$ cat src/rtl/scan_chain_ctrl_if.sv
// Bundle of request, response and serial-chain signals for scan_chain_ctrl.
// The slave modport is the controller's view; the master modport is the view
// of the surrounding test logic and flip-flop chain.
interface scan_chain_ctrl_if #(
    parameter int CHAIN_LEN = 8
);
    logic                 req_valid;
    logic                 req_ready;
    logic [CHAIN_LEN-1:0] req_data;
    logic                 scan_en;
    logic                 scan_out;
    logic                 scan_in;
    logic                 update;
    logic                 rsp_valid;
    logic                 rsp_ready;
    logic [CHAIN_LEN-1:0] rsp_data;
    logic                 busy;
    logic                 parity_err;

    modport slave (
        input  req_valid, req_data, scan_in, rsp_ready,
        output req_ready, scan_en, scan_out, update, rsp_valid, rsp_data,
               busy, parity_err
    );

    modport master (
        output req_valid, req_data, scan_in, rsp_ready,
        input  req_ready, scan_en, scan_out, update, rsp_valid, rsp_data,
               busy, parity_err
    );
endinterface

$ cat src/rtl/scan_chain_ctrl.sv
// Serial scan chain sequencer: loads a word LSB-first into a D flip-flop chain
// while capturing the chain's previous contents, strobes update, then returns
// the captured word over a valid/ready response.
// Optional feature: define SCAN_CTRL_PARITY_EN to append an even-parity bit to
// each shifted word and check the parity bit captured back from the chain.
module scan_chain_ctrl #(
    parameter int CHAIN_LEN = 8
) (
    input  logic             clk,
    input  logic             rst,
    scan_chain_ctrl_if.slave bus
);

`ifdef SCAN_CTRL_PARITY_EN
    localparam int STEPS = CHAIN_LEN + 1;
`else
    localparam int STEPS = CHAIN_LEN;
`endif
    localparam int CW = $clog2(CHAIN_LEN + 2);

    typedef enum logic [1:0] {
        IDLE,
        SHIFT,
        UPDATE,
        RESP
    } state_t;

    state_t           r_state;
    state_t           w_nextState;
    logic [STEPS-1:0] r_shift;
    logic [STEPS-1:0] r_capture;
    logic [CW-1:0]    r_cnt;
    logic [STEPS-1:0] w_loadWord;
    logic             w_accept;
    logic             w_shiftDone;

    assign w_accept    = (r_state == IDLE) && bus.req_valid;
    assign w_shiftDone = (r_cnt == CW'(STEPS - 1));

`ifdef SCAN_CTRL_PARITY_EN
    assign w_loadWord = {^bus.req_data, bus.req_data};
`else
    assign w_loadWord = bus.req_data;
`endif

    // State register; reset always returns the sequencer to IDLE
    always_ff @(posedge clk) begin
        if (rst) begin
            r_state <= IDLE;
        end else begin
            r_state <= w_nextState;
        end
    end

    // Next-state: one shift edge per chain flop, then a single update cycle
    always_comb begin
        w_nextState = r_state;
        case (r_state)
            IDLE:    if (bus.req_valid) w_nextState = SHIFT;
            SHIFT:   if (w_shiftDone)   w_nextState = UPDATE;
            UPDATE:  w_nextState = RESP;
            RESP:    if (bus.rsp_ready) w_nextState = IDLE;
            default: w_nextState = IDLE;
        endcase
    end

    // Shift/capture datapath; the capture register keeps its word in IDLE
    always_ff @(posedge clk) begin
        if (rst) begin
            r_shift   <= '0;
            r_capture <= '0;
            r_cnt     <= '0;
        end else if (w_accept) begin
            r_shift <= w_loadWord;
            r_cnt   <= '0;
        end else if (r_state == SHIFT) begin
            r_shift <= r_shift >> 1;
            r_cnt   <= r_cnt + CW'(1);
            for (int i = 0; i < STEPS; i++) begin
                if (r_cnt == CW'(i)) begin
                    r_capture[i] <= bus.scan_in;
                end
            end
        end
    end

    // Outputs decoded from state; scan_out is forced low outside SHIFT
    always_comb begin
        bus.req_ready  = 1'b0;
        bus.scan_en    = 1'b0;
        bus.scan_out   = 1'b0;
        bus.update     = 1'b0;
        bus.rsp_valid  = 1'b0;
        bus.busy       = 1'b1;
        bus.rsp_data   = r_capture[CHAIN_LEN-1:0];
        bus.parity_err = 1'b0;
        case (r_state)
            IDLE: begin
                bus.req_ready = 1'b1;
                bus.busy      = 1'b0;
            end
            SHIFT: begin
                bus.scan_en  = 1'b1;
                bus.scan_out = r_shift[0];
            end
            UPDATE: begin
                bus.update = 1'b1;
            end
            RESP: begin
                bus.rsp_valid = 1'b1;
`ifdef SCAN_CTRL_PARITY_EN
                bus.parity_err = r_capture[CHAIN_LEN] ^ (^r_capture[CHAIN_LEN-1:0]);
`endif
            end
            default: begin
                bus.busy = 1'b1;
            end
        endcase
    end

endmodule

$ cat src/flat_wrapper.sv
// flat-port wrapper written by rule: the top's interface ports become plain ports
module scan_chain_ctrl_flat 
#(
    parameter int CHAIN_LEN = 8
)
  (clk, rst, bus_req_valid, bus_req_data, bus_scan_in, bus_rsp_ready, bus_req_ready, bus_scan_en, bus_scan_out, bus_update, bus_rsp_valid, bus_rsp_data, bus_busy, bus_parity_err);
  scan_chain_ctrl_if #(.CHAIN_LEN(CHAIN_LEN)) bus_i ();
  input  logic clk;
  input  logic rst;
  input wire logic [$bits(bus_i.req_valid)-1:0] bus_req_valid;
  input wire logic [$bits(bus_i.req_data)-1:0] bus_req_data;
  input wire logic [$bits(bus_i.scan_in)-1:0] bus_scan_in;
  input wire logic [$bits(bus_i.rsp_ready)-1:0] bus_rsp_ready;
  output wire logic [$bits(bus_i.req_ready)-1:0] bus_req_ready;
  output wire logic [$bits(bus_i.scan_en)-1:0] bus_scan_en;
  output wire logic [$bits(bus_i.scan_out)-1:0] bus_scan_out;
  output wire logic [$bits(bus_i.update)-1:0] bus_update;
  output wire logic [$bits(bus_i.rsp_valid)-1:0] bus_rsp_valid;
  output wire logic [$bits(bus_i.rsp_data)-1:0] bus_rsp_data;
  output wire logic [$bits(bus_i.busy)-1:0] bus_busy;
  output wire logic [$bits(bus_i.parity_err)-1:0] bus_parity_err;
  assign bus_i.req_valid = bus_req_valid;
  assign bus_i.req_data = bus_req_data;
  assign bus_i.scan_in = bus_scan_in;
  assign bus_i.rsp_ready = bus_rsp_ready;
  assign bus_req_ready = bus_i.req_ready;
  assign bus_scan_en = bus_i.scan_en;
  assign bus_scan_out = bus_i.scan_out;
  assign bus_update = bus_i.update;
  assign bus_rsp_valid = bus_i.rsp_valid;
  assign bus_rsp_data = bus_i.rsp_data;
  assign bus_busy = bus_i.busy;
  assign bus_parity_err = bus_i.parity_err;
  scan_chain_ctrl #(.CHAIN_LEN(CHAIN_LEN)) u_core (.clk(clk), .rst(rst), .bus(bus_i));
endmodule
$ cat config.mk
export PLATFORM = sky130hd
export DESIGN_NAME = scan_chain_ctrl_flat
export DESIGN_NICKNAME = d
export VERILOG_FILES = /design/src/rtl/scan_chain_ctrl_if.sv /design/src/rtl/scan_chain_ctrl.sv /design/src/flat_wrapper.sv
export SDC_FILE = /design/constraint.sdc
export NUM_CORES = 1
export LEC_CHECK = 0
export ABC_CLOCK_PERIOD_IN_PS = 1600
export CAP_MARGIN = 15
export CORE_UTILIZATION = 37
export CTS_BUF_LIST = sky130_fd_sc_hd__clkbuf_8 sky130_fd_sc_hd__clkbuf_16
export DETAILED_ROUTE_END_ITERATION = 6
export PLACE_DENSITY_LB_ADDON = 0.12
export REMOVE_ABC_BUFFERS = 1
export SYNTH_ARGS = -nofsm -noshare
export SYNTH_HDL_FRONTEND = slang
export SYNTH_SLANG_ARGS = --single-unit
$ cat constraint.sdc
create_clock -name clk -period 1.6 [get_ports clk]
set_clock_uncertainty 0.1 [all_clocks]
set_input_delay 0.16 -clock clk [delete_from_list [all_inputs] [get_ports clk]]
set_output_delay 0.16 -clock clk [all_outputs]
set_load 0.005 [all_outputs]
==> results of run 1 <==
flip-flops by register name (all words and copies together), names as in the netlist:
register,flops
u_core.r_cnt,4
u_core.r_state,2
u_core.bus.rsp_data,8
u_core.r_shift,8
area by class of cell:
class                      count  share of cell area (%)
clock buffer                   3                    2.51
clock inverter                 1                    1.82
inverter                       5                    1.44
multi-input combinational     88                    42.6
sequential                    22                    27.1
timing repair buffer          37                    22.2
tap                           31                    2.36
worst paths after layout:
kind         slack, ns                endpoint              startpoint  cells after the start
max               0.07       u_core.r_state[0]       u_core.r_state[0]                      5
min               0.36       u_core.r_shift[7]         bus_req_data[7]                      3
max reg2reg       0.07       u_core.r_state[0]       u_core.r_state[0]                      5
min reg2reg       0.38  u_core.bus.rsp_data[2]  u_core.bus.rsp_data[2]                      2
through the flow:
stage | std cells | power, µW | utilization [%]
floorplan | 115 | 1290 | -
global placement | 181 | 1740 | 52.4
detailed placement | 181 | 1760 | 52.4
CTS | 186 | 2400 | 56.8
global route | 187 | 2590 | 57.7
finish | 187 | 2430 | 57.7
what timing repair did:
item,CTS,global route
resized for setup,20,6
setup buffers,1,1
gates cloned,0,0
setup endpoints to repair,9,2
pin swaps,1,3
per-layer routing:
metal | global-route usage [%] | vias to the layer above
li1 | - | 497
met4 | 8.16 | 0
met2 | 26.6 | 29
met3 | 4.02 | 5
met5 | 0 | -
met1 | 18.4 | 453
critical path, stage by stage, from the launching register on:
cell      delay (ns)
dfxtp_4         0.37
buf_4           0.14
ha_4            0.17
buf_6           0.15
a211o_1         0.30
a211oi_2        0.21
cells by family after synthesis:
kind of cell             count (synthesis)  share of synthesized area [%]
other                                    1                          0.326
AND/OR/NAND/NOR                         42                           20.4
XOR/XNOR                                 3                           2.28
buffers and inverters                   14                           5.87
flip-flops                              22                           38.3
adder cells (fa/ha/maj)                 10                           10.9
multiplexers                            13                           11.3
AO/OA/AOI/OAI                           19                           10.7
cell usage in the layout (no fill, tap or decap), types with 2 or more instances in the layout:
| master | n |
|---|---|
| inv_1 | 3 |
| a211oi_1 | 7 |
| clkbuf_8 | 3 |
| nand2b_1 | 2 |
| clkdlybuf4s50_1 | 20 |
| a21oi_1 | 5 |
| inv_4 | 2 |
| nor3_1 | 4 |
| dlygate4sd2_1 | 5 |
| nor2_1 | 12 |
| buf_4 | 8 |
| o21ai_0 | 4 |
| ha_1 | 7 |
| nand2_1 | 7 |
| ha_4 | 2 |
| nand4_1 | 5 |
| or2_2 | 2 |
| mux2i_1 | 13 |
| and2_1 | 2 |
| dfxtp_1 | 20 |
| xor2_1 | 2 |
| nand4b_1 | 4 |
| buf_12 | 2 |
power groups by stage:
stage                     logic, µW  registers [µW]  clock network [µW]
after floorplan                 556             734                   0
after global placement         1010             733                   0
after detailed placement       1020             741                   0
after CTS                      1120             746                 527
after global routing           1280             756                 549
final                          1170             742                 514
==> results.py, run 1 <==
metrics = {
    "final_layout": {
        "finalNetCount": 180,
        "multi_input_area_um2": 702,
        "syn2layout_area_growth_pct": 43.0,
        "num_antenna_cells": 0,
        "seq_area_um2": 445,
        "fillers": 266,
        "design_area_um2": 1650,
        "drive_above_1_share_pct": 17.9,
    },
    "place": {
        "dpl_cell_area_um2": 1490,
        "place_ws_ns": -0.113,
        "place_congestion": 0.723,
        "place_hpwl_um": 1750,
        "io_buffers": 26,
    },
    "routing": {
        "wl_met3_um": 126,
        "m1WireLength_um": 1120,
        "drc": 1,
        "topRoutingLayerUsed": "met4",
        "ant_nets": 0,
        "wl_um": 2440,
        "post_drt_wl_per_cell_um": 13.0,
        "drt-initial-drc-count": 34,
        "viasPerCell": 5.26,
        "first_pass_iters": 6,
        "vias": 984,
        "route.met2.wl_um": 1150,
    },
    "sta": {
        "setup_violations": 0,
        "finalMaxSlewViolations": 0,
        "fin_crit_ns": 1.53,
        "setup_ws_ns": 0.0681,
        "whs_ns": 0.358,
        "fmax_mhz": 653,
        "final_hold_viol_count": 0,
        "rsz0062_at_grt": "no",
        "timing.setup.tns_ns": 0,
        "fin_crit_sh_pct": 95.7,
    },
    "yosys": {
        "synthArstFlopShare_pct": 0,
        "yosysTopAreaCell": "dfxtp_1",
        "netlist_instances": 124,
        "ys_seq_area_share_pct": 38.3,
        "synth_common_cells": "dfxtp_1 (22), mux2i_1 (13), nor2_1 (12), ha_1 (10), a211oi_1 (8)",
        "syn_area_um2": 1150,
        "yosys_most_used_dff": "dfxtp_1",
        "synth_area_leaders": "dfxtp_1 (38%), mux2i_1 (11%), ha_1 (11%)",
        "synth_edf_count": 0,
        "synth_top_area_share_pct": 38.3,
        "yosysMostFrequentCell": "dfxtp_1",
        "synth_cell_types": 26,
        "synth_warnings": 0,
        "postSynthAreaPerCell_um2": 9.28,
        "yosys_register_bits": 22,
    },
    "worst_setup_path": {
        "cp.arrival_ns": 1.60,
        "cp.required_ns": 1.67,
        "cp_max_fo": 8,
        "crit_type": "reg -> reg",
        "cp-start-kind": "register",
        "cp-end-kind": "register",
    },
    "worst_hold_path": {
        "hp-class": "in -> reg",
    },
    "die": {
        "ios": 28,
        "die_y_um": 57.8,
        "dieArea_um2": 3340,
        "start_util_pct": 40.4,
        "num_rows": 19,
        "die_w_um": 57.8,
        "core_um2": 2850,
    },
    "global_routing": {
        "antenna_found_initial": 0,
        "grt_start_max_net_pins": 16,
        "grt_overflow": 0,
        "grt_pass1_wl_um": 3940,
        "grt_pass1_vias": 893,
        "grtUsageTotal_pct": 15.7,
    },
    "cts": {
        "clk_path_buf_depth": 2,
        "cts.clk_slew.worst_paths_ns": 0.08,
        "cts_tree": "built",
        "clock_latency_ns": 0.26,
        "htreeDepth": 1,
        "cts_made_buffers": 3,
        "hold_buffers": 0,
        "numClockSinks": 22,
        "ctsRootBufferMaster": "clkbuf_8",
    },
    "power_and_ir_drop": {
        "switching_share_pct": 33.4,
        "vdd_drop_max_mv": 0.646,
        "internal_power_uw": 1620,
        "p_leak_uw": 0.000695,
        "switchingPower_uw": 809,
        "power_frac_comb_pct": 48.2,
        "p_per_area_nw_per_um2": 1470,
        "share_seq_of_total_power_pct": 30.6,
        "clkPwrFrac_pct": 21.2,
    },
    "status": {
        "violations": "design-rule violations",
        "status": "complete, but fails checks",
    },
    "run": {
        "maxCapViolCount": 0,
    },
}
Power figures use the tool's default switching activity.
==> inputs of run 2 (changes only) <==
Settings changed: CAP_MARGIN 15 to 20.
==> results of run 2 <==
No change in the layout: final DEF, timing and power equal those of run 1.
==> edit: new RTL, flow settings as in run 2 <==
`CHAIN_LEN` is set to 8 in 3 places; all go to 16.
--- a/src/rtl/scan_chain_ctrl_if.sv
+++ b/src/rtl/scan_chain_ctrl_if.sv
@@ -4,3 +4,3 @@
 interface scan_chain_ctrl_if #(
-    parameter int CHAIN_LEN = 8
+    parameter int CHAIN_LEN = 16
 );
--- a/src/rtl/scan_chain_ctrl.sv
+++ b/src/rtl/scan_chain_ctrl.sv
@@ -6,3 +6,3 @@
 module scan_chain_ctrl #(
-    parameter int CHAIN_LEN = 8
+    parameter int CHAIN_LEN = 16
 ) (
--- a/src/flat_wrapper.sv
+++ b/src/flat_wrapper.sv
@@ -3,3 +3,3 @@
 #(
-    parameter int CHAIN_LEN = 8
+    parameter int CHAIN_LEN = 16
 )
Ports: changed (resized bus_req_data and bus_rsp_data); port bits go from 28 to 44. The function was not compared with the original's and may differ.
==> edit against run 2 <==
- combinational power is 14% higher
- cell area increased by 61%
- sequential cell count up 17
- highest routed layer unchanged
- wire length is 54% higher
- setup slack got worse by 0.046 ns
- area after synthesis rose by 63%
- cell count increased by 73%
- utilization decreased by 2.4 points
- power rose by 33%
- critical path type unchanged
==> edit: results (changes against run 2) <==
[layout]
layout-drive-gt1-share_pct = 19.8  ; +1.9 points
n_antenna_cell = 0  ; unchanged
nNetsFinal = 287  ; +59%

[cts]
htreeDepth = 2  ; +1
clk_path_buf_depth = 2  ; unchanged
clockRootBuffer = clkbuf_8
cts.clk_slew.worst_paths_ns = 0.08  ; about the same
cts_buffers = 5  ; +2
clock_latency_ns = 0.29  ; +0.03 ns

[place]
hpwl_um = 2690  ; +54%
post-place-ws_ns = -0.0234  ; +0.0898 ns
place.gp.congestion = 0.706  ; -2.3%
port_buffers = 42  ; +62%

[pwr]
ir_drop_v = 0.000588  ; -9.0%
leakage_uw = 0.00109  ; +57%

[setup_path]
cp_max_fo = 2  ; -6
cp.arrival_ns = 1.68  ; +0.08 ns
critPathMaxStageDelay_ns = 0.46  ; +0.09 ns
cp_top_family = simple AND/OR/NAND/NOR gates
cp_slowest_cell = or4_1

[global_route]
grt_pass1_wl_um = 6500  ; +65%
track_usage_pct = 15.9  ; +0.17 points
overflow = 0  ; unchanged
grt_max_degree = 32  ; +16
grt_pass1_vias = 1443  ; +62%
antenna_found_initial = 0  ; unchanged

[yosys]
yosys-top-cells-area = dfxtp_1 42%, mux2i_1 17%, ha_1 6.7%, a211oi_1 6.0%, nand2_1 5.8%
yosysUniqueCellTypes = 30  ; +15%
ys_top_cells_by_count = 39 x dfxtp_1, 32 x mux2i_1, 29 x nand2_1
synth-edff-count = 0  ; unchanged
ys_warn_count = 0  ; unchanged
yosysSeqAreaShare_pct = 41.7  ; +3.4 points
async_reset_ff_share_pct = 0  ; unchanged

[route]
drt_iter0_markers = 37  ; +8.8%
num_vias = 1504  ; +53%
first_pass_iters = 3  ; -3
drt-total-wl_um = 3750  ; +54%

[floorplan]
start_util_pct = 39.1  ; -1.2 points

[outcome]
status = finished, final reports clean

[hold_path]
hold_class = in -> reg

==> edit: cell types whose count changed in the layout (fill, tap and decap cells not counted), sizes merged, moves of 7 or more <==
cell and change:
clkdlybuf4s50 +16, mux2i +19, buf +9, dfxtp +17
a211oi +7, nand3 +9, nand2 +22
==> edit: path summary, 6_finish.rpt <==
check / from / to / slack (ns) / cells past startpoint
worst min register to register: u_core.bus.rsp_data[0] / u_core.bus.rsp_data[0] / 0.36 / 2
worst max-delay path: u_core.r_cnt[1] / u_core.r_state[0] / 0.02 / 6
worst max register to register: u_core.r_cnt[1] / u_core.r_state[0] / 0.02 / 6
worst min-delay path: bus_req_data[15] / u_core.r_shift[15] / 0.31 / 3
==> edit: area by class of cell <==
class	instances	area [um2]
Sequential cell	39	788
Clock buffer	5	68.8
Inverter	7	26.3
Multi-Input combinational cell	141	1060
Fill cell	439	2140
Clock inverter	3	16.3
Tap cell	67	83.8
Timing Repair Buffer	62	601
==> edit: per-stage QoR <==
stage          instance area (um2)  setup TNS (ns)  cells
3_5_place_dp                  2470         -0.0234    315
4_1_cts                       2610               0    324
3_3_place_gp                  2470        -0.00473    315
6_report                      2650               0    324
5_1_grt                       2650         -0.0281    324
2_1_floorplan                 1780          -13.64    187
==> edit: power by group <==
part	switching, uW	total [uW]	internal (uW)
logic	624	1330	703
clock network	342	640	298
registers	100	1250	1150
==> edit: cell families (layout without fill, tap and decap cells) <==
group | Yosys count | count (layout) | synth area share (%)
xor+xnor | 3 | 3 | 1.40
simple gates | 75 | 75 | 18.8
compound gates | 20 | 20 | 7.88
other cells | 1 | 1 | 0.200
fa+ha+maj | 10 | 10 | 6.68
mux | 32 | 32 | 17.1
buf+inv | 23 | 77 | 6.21
flops | 39 | 39 | 41.7
==> edit: per-layer routing <==
metal,up-vias,wire length (um),track usage (%)
met1,674,1760,20.0
li1,797,-,-
met3,5,145,4.01
met5,-,0,0
met4,0,36,7.19
met2,28,1810,25.6
==> edit: timing repair <==
| action | in CTS | in global routing |
|---|---|---|
| cloned | 0 | 0 |
| endpoints found under the setup margin | 7 | 19 |
| buffers inserted | 1 | 1 |
| resized for setup | 20 | 15 |
| pin swaps | 4 | 4 |
==> edit: worst reg2reg max path, delay by kind of cell (launching register included) <==
| kind | cells | cell delay [ns] |
|---|---|---|
| and+or+nand+nor | 3 | 0.68 |
| DFF | 1 | 0.36 |
| adders and majority gates | 2 | 0.27 |
| AOI/OAI and AO/OA | 1 | 0.07 |
